### config.mk
export PLATFORM = sky130hd
export DESIGN_NAME = reduce_input_arbiter
export DESIGN_NICKNAME = d
export VERILOG_FILES = /design/src/rtl/flit_pkg.sv /design/src/rtl/reduce_input_arbiter_tag_scoreboard.sv /design/src/rtl/reduce_input_arbiter.sv
export SDC_FILE = /design/constraint.sdc
export NUM_CORES = 1
export LEC_CHECK = 0
export CORE_AREA = 4 4 378 380
export DETAILED_ROUTE_END_ITERATION = 8
export DIE_AREA = 0 0 382 384
export PLACE_DENSITY = 0.37
export REMOVE_ABC_BUFFERS = 1
export SKIP_CTS_REPAIR_TIMING = 1
export SLEW_MARGIN = 20
export SYNTH_ARGS = -nofsm -noshare
export SYNTH_HDL_FRONTEND = slang
export SYNTH_SLANG_ARGS = --single-unit
### constraint.sdc
create_clock -name clk -period 4.8 [get_ports clk]
set_input_delay 0.96 -clock clk [delete_from_list [all_inputs] [get_ports clk]]
set_output_delay 0.96 -clock clk [all_outputs]
set_load 0.1 [all_outputs]
### src/rtl/flit_pkg.sv
// Shared flit layout, opcodes and timing constants used by the router-side reduction blocks.
package flit_pkg;

  localparam int unsigned PayloadWidth = 64;
  localparam int unsigned FlitWidth    = PayloadWidth + 50;
  localparam int unsigned LgNumProcs   = 4;
  localparam int unsigned EntryWidth   = FlitWidth + LgNumProcs;

  localparam int unsigned OpPos        = PayloadWidth + 2;
  localparam int unsigned OpWidth      = 2;
  localparam int unsigned TagPos       = PayloadWidth + 6;
  localparam int unsigned TagWidth     = 8;
  localparam int unsigned ValidBitPos  = FlitWidth - 1;
  localparam int unsigned ChildrenPos  = FlitWidth;

  localparam int unsigned LoRsvdWidth  = OpPos - PayloadWidth;
  localparam int unsigned MidRsvdWidth = TagPos - (OpPos + OpWidth);
  localparam int unsigned HiRsvdWidth  = ValidBitPos - (TagPos + TagWidth);

  localparam int unsigned AdderLatency = 4;
  localparam int unsigned HoldCycles   = AdderLatency;
  localparam int unsigned TagIdxWidth  = 5;
  localparam int unsigned NumPorts     = 7;
  localparam int unsigned PortIdxWidth = 3;
  localparam int unsigned CntWidth     = 16;

  typedef enum logic [OpWidth-1:0] {
    OP_NONE   = 2'b00,
    OP_ADD    = 2'b01,
    OP_MAX    = 2'b10,
    OP_REDUCE = 2'b11
  } op_e;

  // Flit plus children count, MSB first.
  typedef struct packed {
    logic [LgNumProcs-1:0]   children;
    logic                    valid;
    logic [HiRsvdWidth-1:0]  hi_rsvd;
    logic [TagWidth-1:0]     tag;
    logic [MidRsvdWidth-1:0] mid_rsvd;
    logic [OpWidth-1:0]      op;
    logic [LoRsvdWidth-1:0]  lo_rsvd;
    logic [PayloadWidth-1:0] payload;
  } entry_t;

  typedef struct packed {
    logic                   v;
    logic [TagIdxWidth-1:0] idx;
  } sb_entry_t;

  function automatic logic [PortIdxWidth-1:0] next_port(input logic [PortIdxWidth-1:0] p);
    return (p == PortIdxWidth'(NumPorts - 1)) ? '0 : p + 1'b1;
  endfunction

endpackage

### src/rtl/reduce_input_arbiter_tag_scoreboard.sv
// Tracks recently issued reduction-table indices and flags ports whose head flit
// targets a slot whose adder result is still in flight.
module tag_scoreboard
  import flit_pkg::*;
(
  input  logic                            clk,
  input  logic                            rst,
  input  logic                            issue_valid,
  input  logic [TagIdxWidth-1:0]          issue_idx,
  input  logic [NumPorts*TagIdxWidth-1:0] port_idx,
  output logic [NumPorts-1:0]             hazard_c
);

  // The issue cycle is the first hold cycle, so only the remaining ones are stored.
  localparam int unsigned Depth = HoldCycles - 1;

  sb_entry_t sb_q [Depth];

  always_ff @(posedge clk) begin
    if (rst) begin
      for (int s = 0; s < Depth; s++) sb_q[s] <= '0;
    end else begin
      sb_q[0] <= '{v: issue_valid, idx: issue_idx};
      for (int s = 1; s < Depth; s++) sb_q[s] <= sb_q[s-1];
    end
  end

  // Parallel compare of every port's index against every live entry.
  always_comb begin
    hazard_c = '0;
    for (int p = 0; p < NumPorts; p++) begin
      for (int s = 0; s < Depth; s++) begin
        if (sb_q[s].v && (sb_q[s].idx == port_idx[p*TagIdxWidth +: TagIdxWidth])) begin
          hazard_c[p] = 1'b1;
        end
      end
    end
  end

endmodule

### src/rtl/reduce_input_arbiter.sv
// Round-robin merge of the per-port receive FIFOs onto the reduce_unit input,
// holding off reduction flits whose table slot is still busy in the adder.
module reduce_input_arbiter
  import flit_pkg::*;
(
  input  logic                         clk,
  input  logic                         rst,
  input  logic [NumPorts*EntryWidth-1:0] req_entry,
  input  logic [NumPorts-1:0]          req_empty,
  output logic [NumPorts-1:0]          req_rd_en,
  input  logic                         ru_stall,
  output logic [EntryWidth-1:0]        out_entry,
  output logic                         out_valid,
  output logic [PortIdxWidth-1:0]      grant_port,
  output logic [CntWidth-1:0]          hazard_stalls
);

  entry_t                          port_entry [NumPorts];
  logic [NumPorts-1:0]             is_red_c;
  logic [NumPorts*TagIdxWidth-1:0] port_idx_c;
  logic [NumPorts-1:0]             hazard_c;
  logic [NumPorts-1:0]             eligible_c;
  logic [NumPorts-1:0]             blocked_c;

  logic                            grant_vld_c;
  logic [PortIdxWidth-1:0]         grant_idx_c;
  logic                            grant_en_c;
  logic                            issue_red_c;

  logic [PortIdxWidth-1:0]         rr_q, rr_d;
  entry_t                          out_entry_q, out_entry_d;
  logic                            out_valid_q, out_valid_d;
  logic [PortIdxWidth-1:0]         grant_port_q, grant_port_d;
  logic [CntWidth-1:0]             hazard_q, hazard_d;

  // Unpack each FIFO head and pull out the fields the arbiter needs.
  for (genvar p = 0; p < NumPorts; p++) begin : g_port
    assign port_entry[p] = entry_t'(req_entry[p*EntryWidth +: EntryWidth]);
    assign is_red_c[p]   = port_entry[p].valid && (port_entry[p].op == OP_REDUCE);
    assign port_idx_c[p*TagIdxWidth +: TagIdxWidth] = port_entry[p].tag[TagIdxWidth-1:0];
  end

  tag_scoreboard u_tag_scoreboard (
    .clk         (clk),
    .rst         (rst),
    .issue_valid (issue_red_c),
    .issue_idx   (port_idx_c[grant_idx_c*TagIdxWidth +: TagIdxWidth]),
    .port_idx    (port_idx_c),
    .hazard_c    (hazard_c)
  );

  assign blocked_c  = ~req_empty & is_red_c & hazard_c;
  assign eligible_c = ~req_empty & ~(is_red_c & hazard_c);

  // First eligible port at or after rr_q, wrapping modulo NumPorts.
  always_comb begin
    logic [PortIdxWidth:0]   sum;
    logic [PortIdxWidth-1:0] cand;
    grant_vld_c = 1'b0;
    grant_idx_c = '0;
    sum         = '0;
    cand        = '0;
    for (int off = 0; off < NumPorts; off++) begin
      sum = {1'b0, rr_q} + (PortIdxWidth+1)'(off);
      if (sum >= (PortIdxWidth+1)'(NumPorts)) sum = sum - (PortIdxWidth+1)'(NumPorts);
      cand = sum[PortIdxWidth-1:0];
      if (!grant_vld_c && eligible_c[cand]) begin
        grant_vld_c = 1'b1;
        grant_idx_c = cand;
      end
    end
  end

  assign grant_en_c  = grant_vld_c && !ru_stall && !rst;
  assign issue_red_c = grant_en_c && is_red_c[grant_idx_c];

  always_comb begin
    req_rd_en = '0;
    if (grant_en_c) req_rd_en[grant_idx_c] = 1'b1;
  end

  always_comb begin
    rr_d         = rr_q;
    out_entry_d  = out_entry_q;
    out_valid_d  = 1'b0;
    grant_port_d = grant_port_q;
    hazard_d     = hazard_q;
    if (grant_en_c) begin
      rr_d         = next_port(grant_idx_c);
      out_entry_d  = port_entry[grant_idx_c];
      out_valid_d  = 1'b1;
      grant_port_d = grant_idx_c;
    end
    if ((|blocked_c) && !ru_stall && (hazard_q != '1)) hazard_d = hazard_q + 1'b1;
  end

  always_ff @(posedge clk) begin
    if (rst) begin
      rr_q         <= '0;
      out_entry_q  <= '0;
      out_valid_q  <= 1'b0;
      grant_port_q <= '0;
      hazard_q     <= '0;
    end else begin
      rr_q         <= rr_d;
      out_entry_q  <= out_entry_d;
      out_valid_q  <= out_valid_d;
      grant_port_q <= grant_port_d;
      hazard_q     <= hazard_d;
    end
  end

  assign out_entry     = out_entry_q;
  assign out_valid     = out_valid_q;
  assign grant_port    = grant_port_q;
  assign hazard_stalls = hazard_q;

endmodule

---- Yosys cells after proc, flatten, opt, wreduce, memory -nomap -nowiden ----
Memory sizes are Yosys's and may differ from the RTL's.
Cells that the tools add are included.
storage, ports and cells
  register bits ........................... 141
  memory bits (writable) .................. 18
  bits of input ports ..................... 836
  output and inout port bits .............. 145
  word-level logic and storage cells ...... 208
  memories kept ........................... 1
cells by class
  add/subtract/negate cells ............... 15
  multiply operators ...................... 1
  $lt $le $gt $ge ......................... 17
  equal/unequal tests ..................... 30
  shift-type cells ........................ 1
  muxes and demuxes ....................... 72
  bitwise operators ....................... 10
  reduce and logical (&&, ||, !) cells .... 49
memories
  name                   depth  width  rd ports  clocked after Yosys merged registers in  write ports  RTL line                                   source
  u_tag_scoreboard.sb_q  3      6      3         0                                        3            reduce_input_arbiter_tag_scoreboard.sv:17  sb_entry_t sb_q [Depth];
operators by type and width
  cell                     number
  $bmux W118 S3            1
  $mux W118                2
  $eq A5 B5 Y1             21
  $mux W3                  15
  $mux W1                  41
  $logic_and A1 B1 Y1      40
  $shiftx A35 B7 Y5        1
  $lt A3 B4 Y1 const B     8
  $and A7 B7 Y7            4
  $bmux W1 S3              8
  $ge A4 B3 Y1 const B     6
  $sub A3 B3 Y3 const B    7
  $mux W6                  3
  $add A16 B1 Y16 const B  1
  $ne A16 B16 Y1 const B   1
  $eq A2 B2 Y1 const B     7
  $not A7 Y7               2
  $add A3 B3 Y4 const B    3
  $add A3 B2 Y4 const B    2
  $logic_not A1 Y1         8
  $mux W7                  1
  $reduce_or A7 Y1         1
  $mul A3 B3 Y6 const B    1
  $add A3 B1 Y4 const B    1
  other kinds (8)          10

---- Depth between registers and ports, before layout ----
Gate-level depths: netlist (run 1).
  depth in word-level cells ............... 34
  mapped depth ............................ 22
  gate-level depth less buffers ........... 18

---- Hierarchy ----
From an unflattened synthesis (run 1), not the netlist that was laid out.
second synthesis, totals
  cell total of the unflattened synthesis .. 1639
  area, all modules ....................... 14579.0 sq um
by module, submodules not included
  module                instances  cells each  area an instance (sq um)  sequential area each (sq um)
  reduce_input_arbiter  1          1433        12771.0                   2822.7
  tag_scoreboard        1          206         1808.0                    360.3

---- Least setup slack after synthesis (run 1) ----
OpenSTA, ideal clock, no wires.
  path type ............................... input to output
  start point ............................. input req_entry[424]
  end point ............................... output req_rd_en[1]
  arrival ................................. 6546 ps
  data required time ...................... 3840 ps
  setup slack ............................. -2706 ps
  cell stages on the path ................. 16
  path buffers ............................ 6
  cell sequence ........................... clkbuf_1 > xnor2_1 > nand4_1 > nor4_1 > or3_1 > a221o_1 > o32ai_1 > and4_1 > clkbuf_1 > o311a_1 > o21a_1 > buf_6 > buf_8 > buf_8 > buf_6 > nor4_1
on the way
  longest elaborated chain between the ends .. 34
  elaborated cells between the ends (all ways) .. 60
  those cells by class .................... order compare: 2; eq/ne: 3; mux: 34; bitwise: 3; reduce/logical: 18
RTL lines
  item                                                                RTL line                                   source
  start, declared                                                     reduce_input_arbiter.sv:8                  input logic [NumPorts*EntryWidth-1:0] req_entry,
  $eq A5 B5 Y1                                                        reduce_input_arbiter_tag_scoreboard.sv:33  if (sb_q[s].v && (sb_q[s].idx == port_idx[p*TagIdxWidth +: TagIdxWidth])) begin
  $logic_and A1 B1 Y1                                                 reduce_input_arbiter_tag_scoreboard.sv:33
  $mux W1 (2 in series)                                               reduce_input_arbiter_tag_scoreboard.sv:33
  $mux W1 (*)                                                         reduce_input_arbiter_tag_scoreboard.sv:33
  $and A7 B7 Y7 (*)                                                   reduce_input_arbiter.sv:53                 assign eligible_c = ~req_empty & ~(is_red_c & hazard_c);
  $not A7 Y7 (*)                                                      reduce_input_arbiter.sv:53
  $and A7 B7 Y7 (*)                                                   reduce_input_arbiter.sv:53
  $bmux W1 S3                                                         reduce_input_arbiter.sv:67                 if (!grant_vld_c && eligible_c[cand]) begin
  [... 17 more ...]                                                   -
  $logic_not A1 Y1                                                    reduce_input_arbiter.sv:67
  $logic_and A1 B1 Y1                                                 reduce_input_arbiter.sv:67
  $mux W3                                                             reduce_input_arbiter.sv:67
  $lt A3 B4 Y1 (implied by the code) or $ge A3 B1 Y1 (tied branches)  reduce_input_arbiter.sv:79                 if (grant_en_c) req_rd_en[grant_idx_c] = 1'b1;
  $logic_and A1 B1 Y1 (implied by the code)                           reduce_input_arbiter.sv:79
  $mux W1 (implied by the code)                                       reduce_input_arbiter.sv:79
  $demux W1 S3                                                        reduce_input_arbiter.sv:79
  $mux W7 (*)                                                         reduce_input_arbiter.sv:79
  end, declared                                                       reduce_input_arbiter.sv:10                 output logic [NumPorts-1:0] req_rd_en,
Mark *: on every way between the ends. The rest lies on a longest branch, timed or not. The select of a mux whose other input is x is not followed.

---- Worst setup path in the final report (run 1) ----
  start point ............................. input req_entry[660]
  end point ............................... output req_rd_en[5]
Same word-level chain as after synthesis.

==> impl_results.md, run 1 <==
- Outcome: finished with violations
- Violated checks: negative setup slack
- Number of synthesized register bits: 159
- Largest net degree at the start of global routing: 119
- Crit-path max FO: 6
- CTS Buf Count: 17
- Crit Path Class: input port to output port
- Critical Path Slowest Stage Cell: or3_4
- Fin area: 32000 µm²
- Seq/Total Area, Yosys: 0.208
- Cell Rows: 137
- Fin crit share: 1.08
- RR Startpoint: rr_q[1]
- Highest-count cells in the layout ignoring fill and taps: clkdlybuf4s50_1 (896), buf_4 (361), a22oi_1 (188)
- First-pass GRT wire length: about 180000 µm
- Die Ht: around 380 µm
- Sequential power share: 0.074
- Family with the most delay on the worst path: buffers and inverters
- Clock slew at reported path FFs: 0.08 ns
- Area of the core: 139000 µm²
- Comb pwr share: 0.865
- Critical Path Source Type: input port
- Worst slew pin tran: 1.13 ns
- Commonest register cell after synthesis: dfxtp_1
- Slew headroom: 0.243
- Power density over the cells: 807 nW/µm²
- Cell Int Power: 12.4 mW
- DRC Markers: 0
- NetSw: 13.4 mW
- DR WL met2: 69700 µm
- Netlist cell types: 84
- WL/cell: 27.7 µm
- FILL cells: 15.4k
- Met1 Wirelength: roughly 53000 µm
- Mapped Cells: ~1.8k
- CTS sink cnt: 159
- Via count: about 21k
- CP startpoint: req_entry[660]
- Clk_lat worst skew: between 0.5 and 0.6 ns
- Antenna-violating nets left: 0
- Detailed router's first-iteration violation count: 1145
- WL met3: 11500 µm
- Post-Route WL: 138000 µm
- Cell Area, Synth: 15300 µm²
- Die width: roughly 380 µm
- Req. time, crit path: 3.84 ns
- Most common cell after layout, fill and taps aside: clkdlybuf4s50_1
- Final HPWL from detailed placement: 113000 µm
- Post-Syn Area per Cell: 8.32 µm²
- LEAKAGE: 11.8 nW
- Pre-antenna DRT Iters: 6
- Gr ovfl total: 0
- Worst EP arrival: around 4.3 ns
- Count of max-cap constraint violations: 0
- Buf/Inv on CP: 8
- Area grow syn2layout: 109%
- Die ar.: 147000 µm²
- Root Driver: clkbuf_16
- Max Freq: 192 MHz
- Initial core utilization: 0.110
- Final setup violation count: 7
- H-tree lvl count: 4
- Setup crit end kind: output port
- Crit-path most repeated cell: buf_4
- Vias in the first global route: 21.8k
- Sw Ratio: 0.519
- Clock buffer depth: 2
- Num ports: 981
- GP Congestion: 0.856
- PortBufs: 980
- CP cell instances: buf_2, buf_4, xnor2_1, nand4_1, nor4_2, buf_4, or3_4, a222oi_1, buf_4, nand4_1, mux2_4, a211oi_4, buf_4, o21a_4, buf_4, nor3_4, buf_12, buf_12
- Min-delay src: grant_port[1]
- Final worst slack: -0.405 ns
- Crit path largest cell delay: about 0.4 ns
- Vias per cell: 4.21
- Asr flop ratio synth: 0
- Yosys Warn Count: 0
- Peak supply drop: between 0.6 and 0.7 mV
- CTS tree: yes
- Placed cell area: 29900 µm²
- Uppermost layer routed: met5
- Clock power share: 0.061
- Share of cells above drive strength 1: 0.252
- Antenna violations before repair: between 60 and 70
- Hold Vio Cnt, Final: 0
- Hold Path Class: flip-flop to flip-flop
- Clock skew: 0.0247 ns
- Final Max Tran Viols: 0
- Final core occ: 0.230
- RSZ-0062 raised after global routing: yes
- Total GRT Usage: 0.178
- Post-synth EDFFs: 0
- Final min period: ~5.2 ns
- Number of nets in the layout: 3905
-- power groups by stage --
| stage | clock, mW | sequential [mW] | combinational (mW) |
|---|---|---|---|
| final | 1.58 | 1.90 | 22.4 |
| after global routing | 1.69 | 1.94 | 23.9 |
| after CTS | 1.67 | 1.90 | 21.2 |
| after detailed placement | 0 | 1.93 | 21.2 |
| after global placement | 0 | 1.93 | 21.3 |
| after floorplan | 0 | 5.38 | 7.53 |
-- metal layers --
layer / GRT usage / up-vias
li1: - / 9649
met5: 0 / -
met3: 0.0682 / 162
met1: 0.197 / 10300
met4: 0.0407 / 30
met2: 0.321 / 811
-- final timing paths --
| check | slack (ns) | endpoint | cells after the start |
|---|---|---|---|
| worst max-delay path | -0.41 | req_rd_en[5] | 18 |
| worst min-delay path | 0.47 | grant_port[1] | 2 |
| worst max register to register | 0.09 | out_entry[90] | 20 |
| worst min register to register | 0.47 | grant_port[1] | 2 |
-- cell usage after synthesis, drive strengths merged (13+ instances only) --
cell type / instances / area (µm²)
nand3: 25 / 125
a2bb2oi: 75 / 657
nand2: 74 / 278
o21ai: 16 / 87.6
nand4: 26 / 163
a31oi: 123 / 806
buf: 111 / 712
or3: 13 / 81.3
a21oi: 30 / 150
nor2b: 16 / 100
dfxtp: 159 / 3180
inv: 91 / 342
mux2i: 99 / 991
a221oi: 45 / 400
xnor2: 77 / 674
nor3: 33 / 215
mux2: 125 / 1410
clkbuf: 92 / 352
xor2: 46 / 403
a22oi: 195 / 1460
nor2: 56 / 213
nor4: 24 / 163
ha: 13 / 163
o211ai: 163 / 1230
-- kinds of logic (layout without fill, tap and decap cells) --
family | count (synthesis) | after routing | share of synthesized area
AO/OA/AOI/OAI | 724 | 724 | 0.357
AND/OR/NAND/NOR | 305 | 305 | 0.105
buffers and inverters | 294 | 1519 | 0.0917
multiplexers | 224 | 224 | 0.157
flip-flops | 159 | 159 | 0.208
XOR/XNOR | 123 | 123 | 0.0703
adder cells (fa/ha/maj) | 14 | 14 | 0.0119
other | 0 | 26 | 0
-- sequential cells by signal, summed over array words and instances (netlist names) --
register	count
grant_port	3
hazard_stalls	16
out_entry	118
out_valid	1
rr_q	3
u_tag_scoreboard.sb_q	18
-- tightest hold or removal path, delay by kind of cell, from the launching register on --
family | cells | cell delay [ns]
simple gates | 1 | 0.05
flops | 1 | 0.32
compound gates | 1 | 0.05
-- stage by stage --
| step | instances | hold WS (ns) | power [mW] | TNS (ns) | setup WS, ns |
|---|---|---|---|---|---|
| after detailed placement | 4870 | 0.454 | 23.1 | -122.44 | -1.34 |
| after floorplan | 1640 | 0.528 | 12.9 | -1431.93 | -12.46 |
| after global placement | 4870 | 0.445 | 23.2 | -118.68 | -1.33 |
| final | 4970 | 0.468 | 25.9 | -2.60 | -0.405 |
| after global routing | 4952 | 0.486 | 27.5 | -3.83 | -0.573 |
| after CTS | 4902 | 0.468 | 24.8 | -48.36 | -1.38 |
-- area by class of cell --
class                   instances  area [µm²]  share of cell area
clock buffers                  19         443              0.0138
multi-input cells            1390       11800               0.368
flip-flops and latches        159        3190              0.0994
diodes                         26        65.1             0.00203
inverters                      91         342              0.0107
clock inverters                13         154             0.00480
repair buffers               1396       13700               0.428
well taps                    1876        2350              0.0733
Note: power is estimated with default switching activity, not from simulation.
==> run 2: changes to the inputs <==
--- a/config.mk
+++ b/config.mk
@@ -5,6 +5,7 @@
 export SDC_FILE = /design/constraint.sdc
 export NUM_CORES = 1
 export LEC_CHECK = 0
+export CAP_MARGIN = 5
 export CORE_AREA = 4 4 378 380
 export DETAILED_ROUTE_END_ITERATION = 8
 export DIE_AREA = 0 0 382 384
==> results of run 2 <==
Final layout, timing and power as in run 1 (identical DEF).
